--- config.mk ---
export PLATFORM = sky130hd
export DESIGN_NAME = decode_issue_stage
export DESIGN_NICKNAME = d
export VERILOG_FILES = /design/src/rtl/decode_issue_stage.sv
export SDC_FILE = /design/constraint.sdc
export NUM_CORES = 1
export LEC_CHECK = 0
export ABC_AREA = 1
export CORE_AREA = 2 2 166 168
export CTS_CLUSTER_SIZE = 16
export DETAILED_ROUTE_END_ITERATION = 7
export DIE_AREA = 0 0 168 170
export GPL_TIMING_DRIVEN = 1
export HOLD_SLACK_MARGIN = 0.06
export PLACE_DENSITY = 0.66
export SLEW_MARGIN = 5
export SYNTH_ARGS = -nofsm -noshare
export SYNTH_HDL_FRONTEND = slang
export SYNTH_SLANG_ARGS = --single-unit
--- constraint.sdc ---
create_clock -name clk -period 3.7 [get_ports clk]
set_input_delay 0.37 -clock clk [delete_from_list [all_inputs] [get_ports clk]]
set_output_delay 0.37 -clock clk [all_outputs]
set_load 0.1 [all_outputs]
--- src/rtl/decode_issue_stage.sv ---
// Decode/issue stage: holds the fetched instruction, resolves rs/rt through priority-ordered
// forwarding ports, interlocks on pending producers and tags branch delay slots.
// Optional 1-entry skid buffer behind the slot: define DECODE_ISSUE_SKID_EN.
module decode_issue_stage #(
    parameter int FWD_STAGES = 3,
    parameter int DATA_W     = 32,
    parameter int REG_ADDR_W = 5,
    parameter int CNT_W      = 32
) (
    input  logic                             clk,
    input  logic                             resetn,
    input  logic                             flush,

    input  logic                             in_valid,
    output logic                             in_ready,
    input  logic [31:0]                      in_pc,
    input  logic [31:0]                      in_instr,

    output logic [REG_ADDR_W-1:0]            rf_rs_addr,
    output logic [REG_ADDR_W-1:0]            rf_rt_addr,
    input  logic [DATA_W-1:0]                rf_rs_data,
    input  logic [DATA_W-1:0]                rf_rt_data,

    input  logic [FWD_STAGES-1:0]            fwd_valid,
    input  logic [FWD_STAGES*REG_ADDR_W-1:0] fwd_rd,
    input  logic [FWD_STAGES-1:0]            fwd_data_ok,
    input  logic [FWD_STAGES*DATA_W-1:0]     fwd_data,

    output logic                             out_valid,
    input  logic                             out_ready,
    output logic [31:0]                      out_pc,
    output logic [31:0]                      out_instr,
    output logic [DATA_W-1:0]                out_vs,
    output logic [DATA_W-1:0]                out_vt,
    output logic                             out_delay_slot,
    output logic [CNT_W-1:0]                 stall_count
);

    // Result of one operand lookup: {hazard, value}.
    function automatic logic [DATA_W:0] resolve(
        input logic [REG_ADDR_W-1:0]            addr,
        input logic [DATA_W-1:0]                rf_val,
        input logic [FWD_STAGES-1:0]            f_valid,
        input logic [FWD_STAGES*REG_ADDR_W-1:0] f_rd,
        input logic [FWD_STAGES-1:0]            f_ok,
        input logic [FWD_STAGES*DATA_W-1:0]     f_data
    );
        logic              hit;
        logic              haz;
        logic [DATA_W-1:0] val;
        hit = 1'b0;
        haz = 1'b0;
        val = rf_val;
        // Lowest index is the youngest producer, so the first match wins.
        for (int i = 0; i < FWD_STAGES; i++) begin
            if (!hit && f_valid[i] && (f_rd[i*REG_ADDR_W +: REG_ADDR_W] == addr)) begin
                hit = 1'b1;
                if (f_ok[i]) begin
                    val = f_data[i*DATA_W +: DATA_W];
                end else begin
                    haz = 1'b1;
                end
            end
        end
        if (addr == '0) begin
            val = '0;
            haz = 1'b0;
        end
        return {haz, val};
    endfunction

    function automatic logic is_branch(input logic [31:0] instr);
        logic [5:0] op;
        logic [5:0] fn;
        op = instr[31:26];
        fn = instr[5:0];
        return (op == 6'b000001) || (op == 6'b000010) || (op == 6'b000011) ||
               (op[5:2] == 4'b0001) ||
               ((op == 6'b000000) && ((fn == 6'b001000) || (fn == 6'b001001)));
    endfunction

    logic              slot_valid_q, slot_valid_d;
    logic [31:0]       slot_pc_q, slot_pc_d;
    logic [31:0]       slot_instr_q, slot_instr_d;
    logic              ds_flag_q, ds_flag_d;
    logic [CNT_W-1:0]  stall_q, stall_d;

`ifdef DECODE_ISSUE_SKID_EN
    logic              skid_valid_q, skid_valid_d;
    logic [31:0]       skid_pc_q, skid_pc_d;
    logic [31:0]       skid_instr_q, skid_instr_d;
`endif

    logic [DATA_W:0]   rs_res;
    logic [DATA_W:0]   rt_res;
    logic              hazard;
    logic              fire;
    logic              accept;

    assign rf_rs_addr = REG_ADDR_W'(slot_instr_q[25:21]);
    assign rf_rt_addr = REG_ADDR_W'(slot_instr_q[20:16]);

    always_comb begin
        rs_res = resolve(rf_rs_addr, rf_rs_data, fwd_valid, fwd_rd, fwd_data_ok, fwd_data);
        rt_res = resolve(rf_rt_addr, rf_rt_data, fwd_valid, fwd_rd, fwd_data_ok, fwd_data);
    end

    assign hazard    = slot_valid_q && (rs_res[DATA_W] || rt_res[DATA_W]);
    assign out_valid = slot_valid_q && !hazard && !flush;
    assign fire      = out_valid && out_ready;

`ifdef DECODE_ISSUE_SKID_EN
    // Registered-only ready: no combinational path from out_ready.
    assign in_ready = !skid_valid_q && !flush;
`else
    assign in_ready = !flush && (!slot_valid_q || fire);
`endif

    assign accept = in_valid && in_ready;

    assign out_pc         = slot_pc_q;
    assign out_instr      = slot_instr_q;
    assign out_vs         = slot_valid_q ? rs_res[DATA_W-1:0] : '0;
    assign out_vt         = slot_valid_q ? rt_res[DATA_W-1:0] : '0;
    assign out_delay_slot = ds_flag_q;
    assign stall_count    = stall_q;

    always_comb begin
        slot_valid_d = slot_valid_q;
        slot_pc_d    = slot_pc_q;
        slot_instr_d = slot_instr_q;
`ifdef DECODE_ISSUE_SKID_EN
        skid_valid_d = skid_valid_q;
        skid_pc_d    = skid_pc_q;
        skid_instr_d = skid_instr_q;
        if (flush) begin
            slot_valid_d = 1'b0;
            skid_valid_d = 1'b0;
        end else if (skid_valid_q) begin
            // Skid only fills while the slot is held, so it drains on the next fire.
            if (fire) begin
                slot_pc_d    = skid_pc_q;
                slot_instr_d = skid_instr_q;
                skid_valid_d = 1'b0;
            end
        end else if (accept) begin
            if (!slot_valid_q || fire) begin
                slot_valid_d = 1'b1;
                slot_pc_d    = in_pc;
                slot_instr_d = in_instr;
            end else begin
                skid_valid_d = 1'b1;
                skid_pc_d    = in_pc;
                skid_instr_d = in_instr;
            end
        end else if (fire) begin
            slot_valid_d = 1'b0;
        end
`else
        if (flush) begin
            slot_valid_d = 1'b0;
        end else if (accept) begin
            slot_valid_d = 1'b1;
            slot_pc_d    = in_pc;
            slot_instr_d = in_instr;
        end else if (fire) begin
            slot_valid_d = 1'b0;
        end
`endif
    end

    always_comb begin
        ds_flag_d = ds_flag_q;
        if (flush) begin
            ds_flag_d = 1'b0;
        end else if (fire) begin
            ds_flag_d = is_branch(slot_instr_q);
        end
    end

    always_comb begin
        stall_d = stall_q;
        if (hazard && !flush && (stall_q != {CNT_W{1'b1}})) begin
            stall_d = stall_q + CNT_W'(1);
        end
    end

    always_ff @(posedge clk or negedge resetn) begin
        if (!resetn) begin
            slot_valid_q <= 1'b0;
            slot_pc_q    <= '0;
            slot_instr_q <= '0;
            ds_flag_q    <= 1'b0;
            stall_q      <= '0;
        end else begin
            slot_valid_q <= slot_valid_d;
            slot_pc_q    <= slot_pc_d;
            slot_instr_q <= slot_instr_d;
            ds_flag_q    <= ds_flag_d;
            stall_q      <= stall_d;
        end
    end

`ifdef DECODE_ISSUE_SKID_EN
    always_ff @(posedge clk or negedge resetn) begin
        if (!resetn) begin
            skid_valid_q <= 1'b0;
            skid_pc_q    <= '0;
            skid_instr_q <= '0;
        end else begin
            skid_valid_q <= skid_valid_d;
            skid_pc_q    <= skid_pc_d;
            skid_instr_q <= skid_instr_d;
        end
    end
`endif

endmodule

# Word-level counts from Yosys, hierarchy flattened
# Index checks and enable logic that the tools add are counted.
totals:
  regBits: 98
  in_bits: 250
  output_inout_bits: 173
  elab_cells: 97
classes:
  add_sub_neg: 1
  eq_ne: 13
  muxes: 38
  bitwise_logic: 1
  reduce_logical: 39
op_table:
  columns: ["cell", "count"]
  rows:
  - ["32-bit two-way mux", 16]
  - ["32-bit by 1-bit adder with 32-bit output (second input constant)", 1]
  - ["32-bit != test (second input constant)", 1]
  - ["5-bit == test", 6]
  - ["1-bit two-way mux", 22]
  - ["1-bit logical AND", 19]
  - ["6-bit by 2-bit == test with 1-bit output (second input constant)", 2]
  - ["6-bit by 4-bit == test with 1-bit output (second input constant)", 2]
  - ["5-bit logical NOT", 2]
  - ["1-bit logical NOT", 7]
  - ["1-bit logical OR", 7]
  - ["6-bit by 1-bit == test with 1-bit output (second input constant)", 1]
  - ["6-bit logical NOT", 1]
  - ["4-bit by 1-bit == test with 1-bit output (second input constant)", 1]
  - ["3-bit nonzero test", 1]
  - ["2-bit AND reduction", 1]
  - ["2-bit nonzero test", 1]
  - ["1-bit inverter", 1]

# Depth between registers and ports, before layout
# Gate-level depths: netlist (run 1).
logic_depth:
  depth_word: 23
  mapped_depth: 17
  ltp_nobuf: 15

# Worst setup path before layout (run 1)
# Ideal clock, no wire load.
synth_path:
  path_type: "reg-to-output"
  start: "register slot_instr_q[24], in the netlist out_instr[24]"
  end: "output port out_vs[23]"
  arrival_ns: 4.421
  required_ns: 3.330
  path_slack_ns: -1.091
  stages_incl_launch_ff: 13
  n_path_buf: 3
  cell_sequence: "dfrtp_1 buf_2 inv_1 nand2_1 nand2_1 nor2_1 nand3_1 or2_2 buf_2 buf_1 o22ai_1 a21oi_1 nor3_1"
synth_between:
  elab_chain_cells: 13
  word_cells_on_any_way: 20
  cone_classes: "3 x eq/ne; 9 x mux; 8 x reduce/logical"
synth_lines:
  columns: ["item", "line_no", "text"]
  rows:
  - ["start: declaration", "84", "logic [31:0] slot_instr_q, slot_instr_d;"]
  - ["start signal: assignment", "198", "slot_instr_q <= slot_instr_d;"]
  - ["5-bit == test", "56", "if (!hit && f_valid[i] && (f_rd[i*REG_ADDR_W +: REG_ADDR_W] == addr)) begin"]
  - ["1-bit logical AND", "56", null]
  - ["1-bit two-way mux", "56", null]
  - ["1-bit logical NOT", "56", null]
  - ["1-bit logical AND (2 in a row)", "56", null]
  - ["1-bit two-way mux", "56", null]
  - ["1-bit logical NOT", "56", null]
  - ["1-bit logical AND (2 in a row)", "56", null]
  - ["32-bit two-way mux", "56", null]
  - ["32-bit two-way mux *", "65", "if (addr == '0) begin"]
  - ["32-bit two-way mux *", "123", "assign out_vs = slot_valid_q ? rs_res[DATA_W-1:0] : '0;"]
  - ["end: declaration", "33", "output logic [DATA_W-1:0] out_vs,"]
# Every way passes the cells marked *; elsewhere a longest branch is shown, timed or not.

# Worst setup path in the final report (run 1)
layout_path:
  start: "register slot_instr_q[21], in the netlist out_instr[21]"
  end: "output port out_vs[6]"
# Same word-level chain as after synthesis.

==> results.toml, run 1 <==
[place]
place_congestion = 0.952
dp_cells = 1951
portBuffers = 422
hpwlAfterDp_um = 27700
dpl_cell_area_um2 = 13600

[pwr]
peakVddDrop_mv = 0.395
power_density_nw_per_um2 = 385
power_leakage_uw = 0.00601

[route]
vias_per_cell = 5.23
drc_errors = 0
wl_met2_um = 18100
drt_wl_total_um = 37500
drtAntennaViolNets = 0
drt_iter0_markers = 879
dr_wl_met3_um = 3470
top_layer = "met5"
via_count = 10300
wl_met1_um = 14600
wire_per_inst_um = 19.0
dr.pass1.iters = 7

[worst_setup_path]
crit_required_ps = 3330
critPathSlowestCell = "buf_4"
cp-endpoint = "out_vs[6]"
startpoint = "out_instr[21]"
path_cells = "inv_1 > nand2_1 > nand2_1 > nor2_1 > nand3_2 > nand2_1 > or2_2 > buf_4 > o22ai_1 > a21oi_1 > nor3_4 > buf_12"
slowest_delay_ps = 530
crit_path_start_kind = "register"
setup.worst_path.class = "reg2out"
critPathTopFamily = "buffers and inverters"
critPathArrivalTime_ps = 2910
r2r_setup_slack_ps = 780
end_kind = "output port"
cp_max_fo = 64
worst-path-stages = 12
rr_endpoint = "out_instr[29]"
reg2reg_depth = 15
regToRegStartpoint = "out_instr[21]"
cp.buffers_inverters = 3
critPathMostFrequentCell = "nand2_1"

[clock_network]
ctsResizeCount = 0
cts.hold.buffers_added = 0
clk_pin_slew_ps = 70
cts_setup_buffers = 0
cts_tree = "yes"
htreeDepth = 3
cts_num_sinks = 98
clockBufferDepth = 2
clock_latency_ps = 350
cts_root_buffer = "clkbuf_16"
numCtsBuffers = 9

[global_routing]
grt_max_degree = 74
grt_pass1_wl_um = 57100
track_usage_pct = 25.3
antenna_found_initial = 3
gr-total-overflow = 0
first_global_vias = 10200

[sta]
finClkSkew_ps = 10.1
timing.final.hold_violations = 0
worst-slew-pin-transition_ps = 1050
rsz0062_at_grt = "false"
fmax_ghz = 0.305
final_max_slew_viol_count = 0
maxSlewHeadroom_pct = 29.5
post-route-period-util_pct = 88.6
finalCriticalPeriod_ps = 3280
setup_viol = 0

[synthesis]
ys_ff_latch = 98
synth_top_area_share_pct = 30.1
synth_ff_type = "dfrtp_1"
synth.most_common_cell = "nand2_1"
avgSynthCellArea_um2 = 6.44
ys_seq_area_share_pct = 30.1
synth_edf_count = 0
yosysWarnings = 0
synth_common_cells = "305 x nand2_1, 145 x nor2_1, 113 x inv_1, 98 x dfrtp_1, 95 x o22ai_1"
synth_fp_nets = 1516
synth_area_leaders = "dfrtp_1 30%, nand2_1 14%, o22ai_1 7.3%, nor2_1 6.7%, nand4_1 5.7%"
netlist_area_um2 = 8150
ys_types = 35
synthCells = 1265
synth.largest_area_cell = "dfrtp_1"
synthArstFlopShare_pct = 100

[cells_and_area]
final_cells = 1968
layout-area-overhead-vs-synth_pct = 71.0
layout-drive-gt1-share_pct = 16.2
nets = 1872
final_design_area_no_fill_um2 = 13900

[flow_run]
cap_violations = 0

[floorplan]
die_w_um = 168
dieHeight_um = 170
rows = 60
io_pins = 423
fp.dieArea_um2 = 28600
start_util_pct = 30.6
coreArea_um2 = 26700

[hold_path]
min_path_type = "in2async"

[run_status]
status = "finished clean"
-- cell usage in the layout, fill, tap and decap left out, drive strengths merged --
master and count:
clkinv 4, nand4 75, nor4 5, xor2 23
diode 1, o22ai 95, a31oi 1, nor3 51
dfrtp 98, a211oi 31, ha 1, buf 91
nor2 149, xnor2 8, clkdlybuf4s50 354, nand3 48
nand2 307, clkbuf 9, inv 123, or2 65
a21oi 37, o21ai 47, o221ai 1, o211ai 2
a2111oi 1
-- layer usage --
layer	global-route usage, %	up-vias
met3	7.23	80
met4	10.2	4
met1	29.4	4777
met2	44.0	495
li1	-	4933
met5	0	-
-- flip-flops by register name, summed over array words and instances (netlist names) --
name            count
out_pc             32
out_delay_slot      1
out_instr          32
slot_valid_q        1
stall_count        32
-- area by class of cell --
type | instances | area [µm²]
fillers | 2556 | 12700
multi-input cells | 947 | 5230
repair buffers | 445 | 5090
flip-flops and latches | 98 | 2450
inverters | 120 | 450
well taps | 341 | 427
clock buffers | 9 | 225
clock inverters | 7 | 61.3
diodes | 1 | 2.50
-- how the worst min path moves through the flow --
| stage | slack (ps) | end |
|---|---|---|
| floorplan | 70 | out_delay_slot |
| global placement | 450 | out_pc[24] |
| detailed placement | 460 | out_instr[6] |
| CTS | 190 | stall_count[26] |
| global route | 230 | stall_count[26] |
| finish | 140 | stall_count[26] |
-- where the power goes --
| part | internal (µW) | switching (µW) |
|---|---|---|
| Sequential | 1200 | 133 |
| Clock | 469 | 457 |
| Combinational | 931 | 2170 |
| Total | 2600 | 2760 |
-- through the flow --
step           power, µW  TNS (ps)  utilization [%]  hold slack, ps  worst slack (ps)
2_1_floorplan       3410      -238                -            74.4              -238
3_3_place_gp        4440         0             51.2             454               542
3_5_place_dp        4450         0             51.2             459               519
4_1_cts             5380         0             52.3             194               418
5_1_grt             5560         0             52.3             228               210
6_report            5360         0             52.3             142               422
-- cells by family after synthesis --
logic type / share of synthesized area, %
flip-flops: 30.1
XOR/XNOR: 3.33
buffers and inverters: 11.4
adder cells (fa/ha/maj): 0.153
AO/OA/AOI/OAI: 15.8
AND/OR/NAND/NOR: 39.3
No activity file was read; power rests on OpenSTA's default activity.
==> run 2, diff against run 1 <==
==> constraint.sdc (replaced) <==
create_clock -name clk -period 4.15 [get_ports clk]
set_input_delay 0.415 -clock clk [delete_from_list [all_inputs] [get_ports clk]]
set_output_delay 0.415 -clock clk [all_outputs]
set_load 0.1 [all_outputs]
==> results.toml, run 2 (synthesis gave the netlist of run 1 again) <==
[sta]
final_max_slew_viol_count = 0
setup_viol = 0
finClkSkew_ps = 9.06
worst-slew-pin-transition_ps = 1070
worst_slack_ps = 715
whs_ps = 244
post-route-period-util_pct = 82.8
finalCriticalPeriod_ps = 3430
timing.final.hold_violations = 0
fin_tns_setup_ps = 0
rsz0062_at_grt = "false"
fmax_ghz = 0.291
maxSlewHeadroom_pct = 28.6

[floorplan]
coreArea_um2 = 26700
die_w_um = 168
fp.dieArea_um2 = 28600
rows = 60
start_util_pct = 30.6
io_pins = 423
dieHeight_um = 170

[route]
via_count = 10200
drc_errors = 0
wire_per_inst_um = 18.5
drtAntennaViolNets = 0
vias_per_cell = 5.19
drt_wl_total_um = 36500
drt_iter0_markers = 708
dr.pass1.iters = 5

[clock_network]
cts_root_buffer = "clkbuf_16"
cts_setup_buffers = 0
cts_num_sinks = 98
numCtsBuffers = 9
ctsResizeCount = 0
cts_tree = "yes"
htreeDepth = 3
clk_pin_slew_ps = 70
clock_latency_ps = 350
cts.hold.buffers_added = 0
clockBufferDepth = 2

[place]
place_congestion = 0.952
dp_cells = 1951
dp_slack_ps = 785
hpwlAfterDp_um = 27000
portBuffers = 422

[pwr]
power_density_nw_per_um2 = 345
power_leakage_uw = 0.00602
p_total_uw = 4710
peakVddDrop_mv = 0.339

[cells_and_area]
final_cell_mix = "354 x clkdlybuf4s50_1, 303 x nand2_1, 144 x nor2_1"
layout-area-overhead-vs-synth_pct = 67.3
layout_commonest_cell = "clkdlybuf4s50_1"
nets = 1872
layout-drive-gt1-share_pct = 14.2
final_cells = 1968

[global_routing]
grt_pass1_wl_um = 56300
grt_max_degree = 83
antenna_found_initial = 3
first_global_vias = 10100
gr-total-overflow = 0
track_usage_pct = 24.8

[worst_setup_path]
cp.buffers_inverters = 4
critPathTopFamily = "buffers and inverters"
critPathSlowestCell = "dfrtp_1"
end_kind = "output port"
crit_path_start_kind = "register"
slowest_delay_ps = 530
setup.worst_path.class = "reg2out"
reg2reg_depth = 15
worst-path-stages = 12
cp_max_fo = 25
critPathArrivalTime_ps = 3020
crit_required_ps = 3730
path_cells = "inv_2 > nand2_1 > o21ai_0 > nor2_1 > nand3_1 > a31oi_1 > nand2_1 > inv_2 > buf_4 > a211oi_1 > nor2_1 > buf_12"

[hold_path]
min_path_type = "in2async"

[run_status]
status = "finished clean"

[flow_run]
cap_violations = 0
==> run 2: cell count changes in the layout (fill, tap and decap cells not counted), sizes merged <==
cell,before,now
clkinv,4,3
inv,123,124
==> run 2: where the power goes <==
part	internal (µW)	switching (µW)	total, µW
Clock	419	401	820
Combinational	809	1900	2710
Sequential	1070	116	1180
==> run 2: path summary, 6_finish.rpt <==
kind                                from              end  slack, ps
max                        out_instr[19]        out_vt[6]        720
min                               resetn  stall_count[20]        240
max reg2reg                out_instr[21]       out_pc[14]       1100
min reg2reg                   out_pc[21]       out_pc[21]        470
max in group asynchronous         resetn       out_pc[28]       3040
min in group clk              out_pc[21]       out_pc[21]        470
==> run 2: cell type report <==
type,count,area (µm²)
Fill cell,2582,13000
Timing Repair Buffer,445,5070
Multi-Input combinational cell,947,4950
Sequential cell,98,2450
Inverter,120,450
Tap cell,341,427
Clock buffer,9,225
Clock inverter,7,58.8
Antenna cell,1,2.50
==> run 2: metal layers <==
layer / share of wire (%) / wire length [µm] / up-vias / track usage (%)
met4: 2.8 / 1040 / 2 / 8.17
met3: 8.3 / 3020 / 63 / 5.88
met1: 40 / 14500 / 4766 / 29.3
met2: 49 / 17900 / 456 / 44.2
met5: 0.044 / 16 / - / 0
li1: - / - / 4928 / -
==> run 2: through the flow <==
step,util [%],instance area (µm²)
6_report,51.2,13600
3_3_place_gp,50.1,13400
3_5_place_dp,50.1,13400
5_1_grt,51.2,13600
4_1_cts,51.2,13600
2_1_floorplan,-,8320
==> run 3, diff against run 2 <==
--- a/config.mk
+++ b/config.mk
@@ -6,13 +6,13 @@
 export NUM_CORES = 1
 export LEC_CHECK = 0
 export ABC_AREA = 1
-export CORE_AREA = 2 2 166 168
+export CORE_AREA = 2 2 162 164
 export CTS_CLUSTER_SIZE = 16
 export DETAILED_ROUTE_END_ITERATION = 7
-export DIE_AREA = 0 0 168 170
+export DIE_AREA = 0 0 164 166
 export GPL_TIMING_DRIVEN = 1
 export HOLD_SLACK_MARGIN = 0.06
-export PLACE_DENSITY = 0.66
+export PLACE_DENSITY = 0.69
 export SLEW_MARGIN = 5
 export SYNTH_ARGS = -nofsm -noshare
 export SYNTH_HDL_FRONTEND = slang
==> constraint.sdc (replaced) <==
create_clock -name clk -period 3.3 [get_ports clk]
set_input_delay 0.33 -clock clk [delete_from_list [all_inputs] [get_ports clk]]
set_output_delay 0.33 -clock clk [all_outputs]
set_load 0.1 [all_outputs]
==> results.toml, run 3 (synthesis gave the netlist of run 1 again) <==
[cells_and_area]
nets = 1876
layout-area-overhead-vs-synth_pct = 75.4
final_cell_mix = "349 x clkdlybuf4s50_1, 303 x nand2_1, 112 x nor2_1"
utilization_pct = 55.8
n_fill_cell = 2369
layout-drive-gt1-share_pct = 17.2
layout_commonest_cell = "clkdlybuf4s50_1"

[clock_network]
htreeDepth = 3
cts_tree = "yes"
cts_num_sinks = 98
clock_latency_ps = 360
clk_pin_slew_ps = 80
clockBufferDepth = 2
cts_root_buffer = "clkbuf_16"
cts.hold.buffers_added = 0
numCtsBuffers = 9

[route]
vias_per_cell = 5.24
wire_per_inst_um = 18.7
via_count = 10300
dr.pass1.iters = 7
drt_iter0_markers = 789
drc_errors = 0
drt_wl_total_um = 36800
drtAntennaViolNets = 0

[sta]
whs_ps = 69.6
worst-slew-pin-transition_ps = 1030
setup_viol = 0
post-route-period-util_pct = 95.5
timing.final.hold_violations = 0
fin_tns_setup_ps = 0
final_max_slew_viol_count = 0
finClkSkew_ps = 15.1
fmax_ghz = 0.317
maxSlewHeadroom_pct = 30.9
rsz0062_at_grt = "true"
finalCriticalPeriod_ps = 3150

[worst_setup_path]
rr_endpoint = "stall_count[2]"
reg2reg_depth = 15
critPathArrivalTime_ps = 2820
end_kind = "output port"
crit_path_start_kind = "register"
startpoint = "out_instr[20]"
setup.worst_path.class = "reg2out"
regToRegStartpoint = "out_instr[20]"
cp_max_fo = 33
crit_required_ps = 2970
r2r_setup_slack_ps = 670

[floorplan]
die_w_um = 164
dieHeight_um = 166
io_pins = 423
start_util_pct = 31.8
fp.dieArea_um2 = 27200
coreArea_um2 = 25600
rows = 59

[pwr]
peakVddDrop_mv = 0.419
power_leakage_uw = 0.00610
power_density_nw_per_um2 = 432

[global_routing]
track_usage_pct = 26.1
first_global_vias = 10100
gr-total-overflow = 0
grt_pass1_wl_um = 56200
grt_max_degree = 65
antenna_found_initial = 5

[run_status]
status = "finished clean"

[flow_run]
cap_violations = 0

[place]
place_congestion = 0.990
hpwlAfterDp_um = 28200
portBuffers = 422

[hold_path]
min_path_type = "in2async"
run 3: where the power goes:
part	switching [µW]	total [µW]	internal [µW]
sequential	148	1490	1340
clock	522	1130	612
combinational	2470	3550	1080
run 3: worst max-delay path, stage by stage (launching register included):
cell and delay (ps):
dfrtp_1 500, inv_1 150, nand2_1 60, a21oi_1 230
nand3_2 110, nand3_1 90, buf_4 330, nor2_2 110
buf_12 200, a211oi_1 390, nor2_4 70, buf_12 180
run 3: worst max-delay path by stage:
stage	to	cells past startpoint
2_1_floorplan	in_ready	9
3_3_place_gp	out_vt[27]	14
3_5_place_dp	out_vt[9]	13
4_1_cts	out_vt[9]	12
5_1_grt	out_vt[7]	12
6_report	out_vt[4]	11
run 3: stage by stage:
| step | power [µW] | area, µm² | instances | setup WS [ps] |
|---|---|---|---|---|
| global route | 6420 | 14300 | 1968 | -71.7 |
| global placement | 5050 | 13900 | 1949 | 312 |
| CTS | 6210 | 14300 | 1965 | 105 |
| floorplan | 3870 | 8770 | 1265 | 10.9 |
| detailed placement | 5060 | 13900 | 1949 | 242 |
| finish | 6170 | 14300 | 1970 | 148 |
run 3: timing repair:
item                       4_1_cts  5_1_grt
buffers inserted                 0        0
resized for setup                0        3
setup endpoints to repair        0       31
run 3: cell type report:
class	instances	area, µm²	share of cell area (%)
inverter	120	450	3.15
antenna	5	12.5	0.0875
clock buffer	9	225	1.58
sequential	98	2460	17.2
tap	335	419	2.93
timing repair buffer	449	5220	36.5
multi-input combinational	947	5410	37.8
clock inverter	7	100	0.700
run 3: per-layer routing:
layer	vias to the layer above	wire [µm]	track usage (%)
met2	462	18300	45.5
met3	63	3090	6.77
met1	4849	14300	30.9
met4	0	1080	9.04
li1	4957	-	-
met5	-	0	0
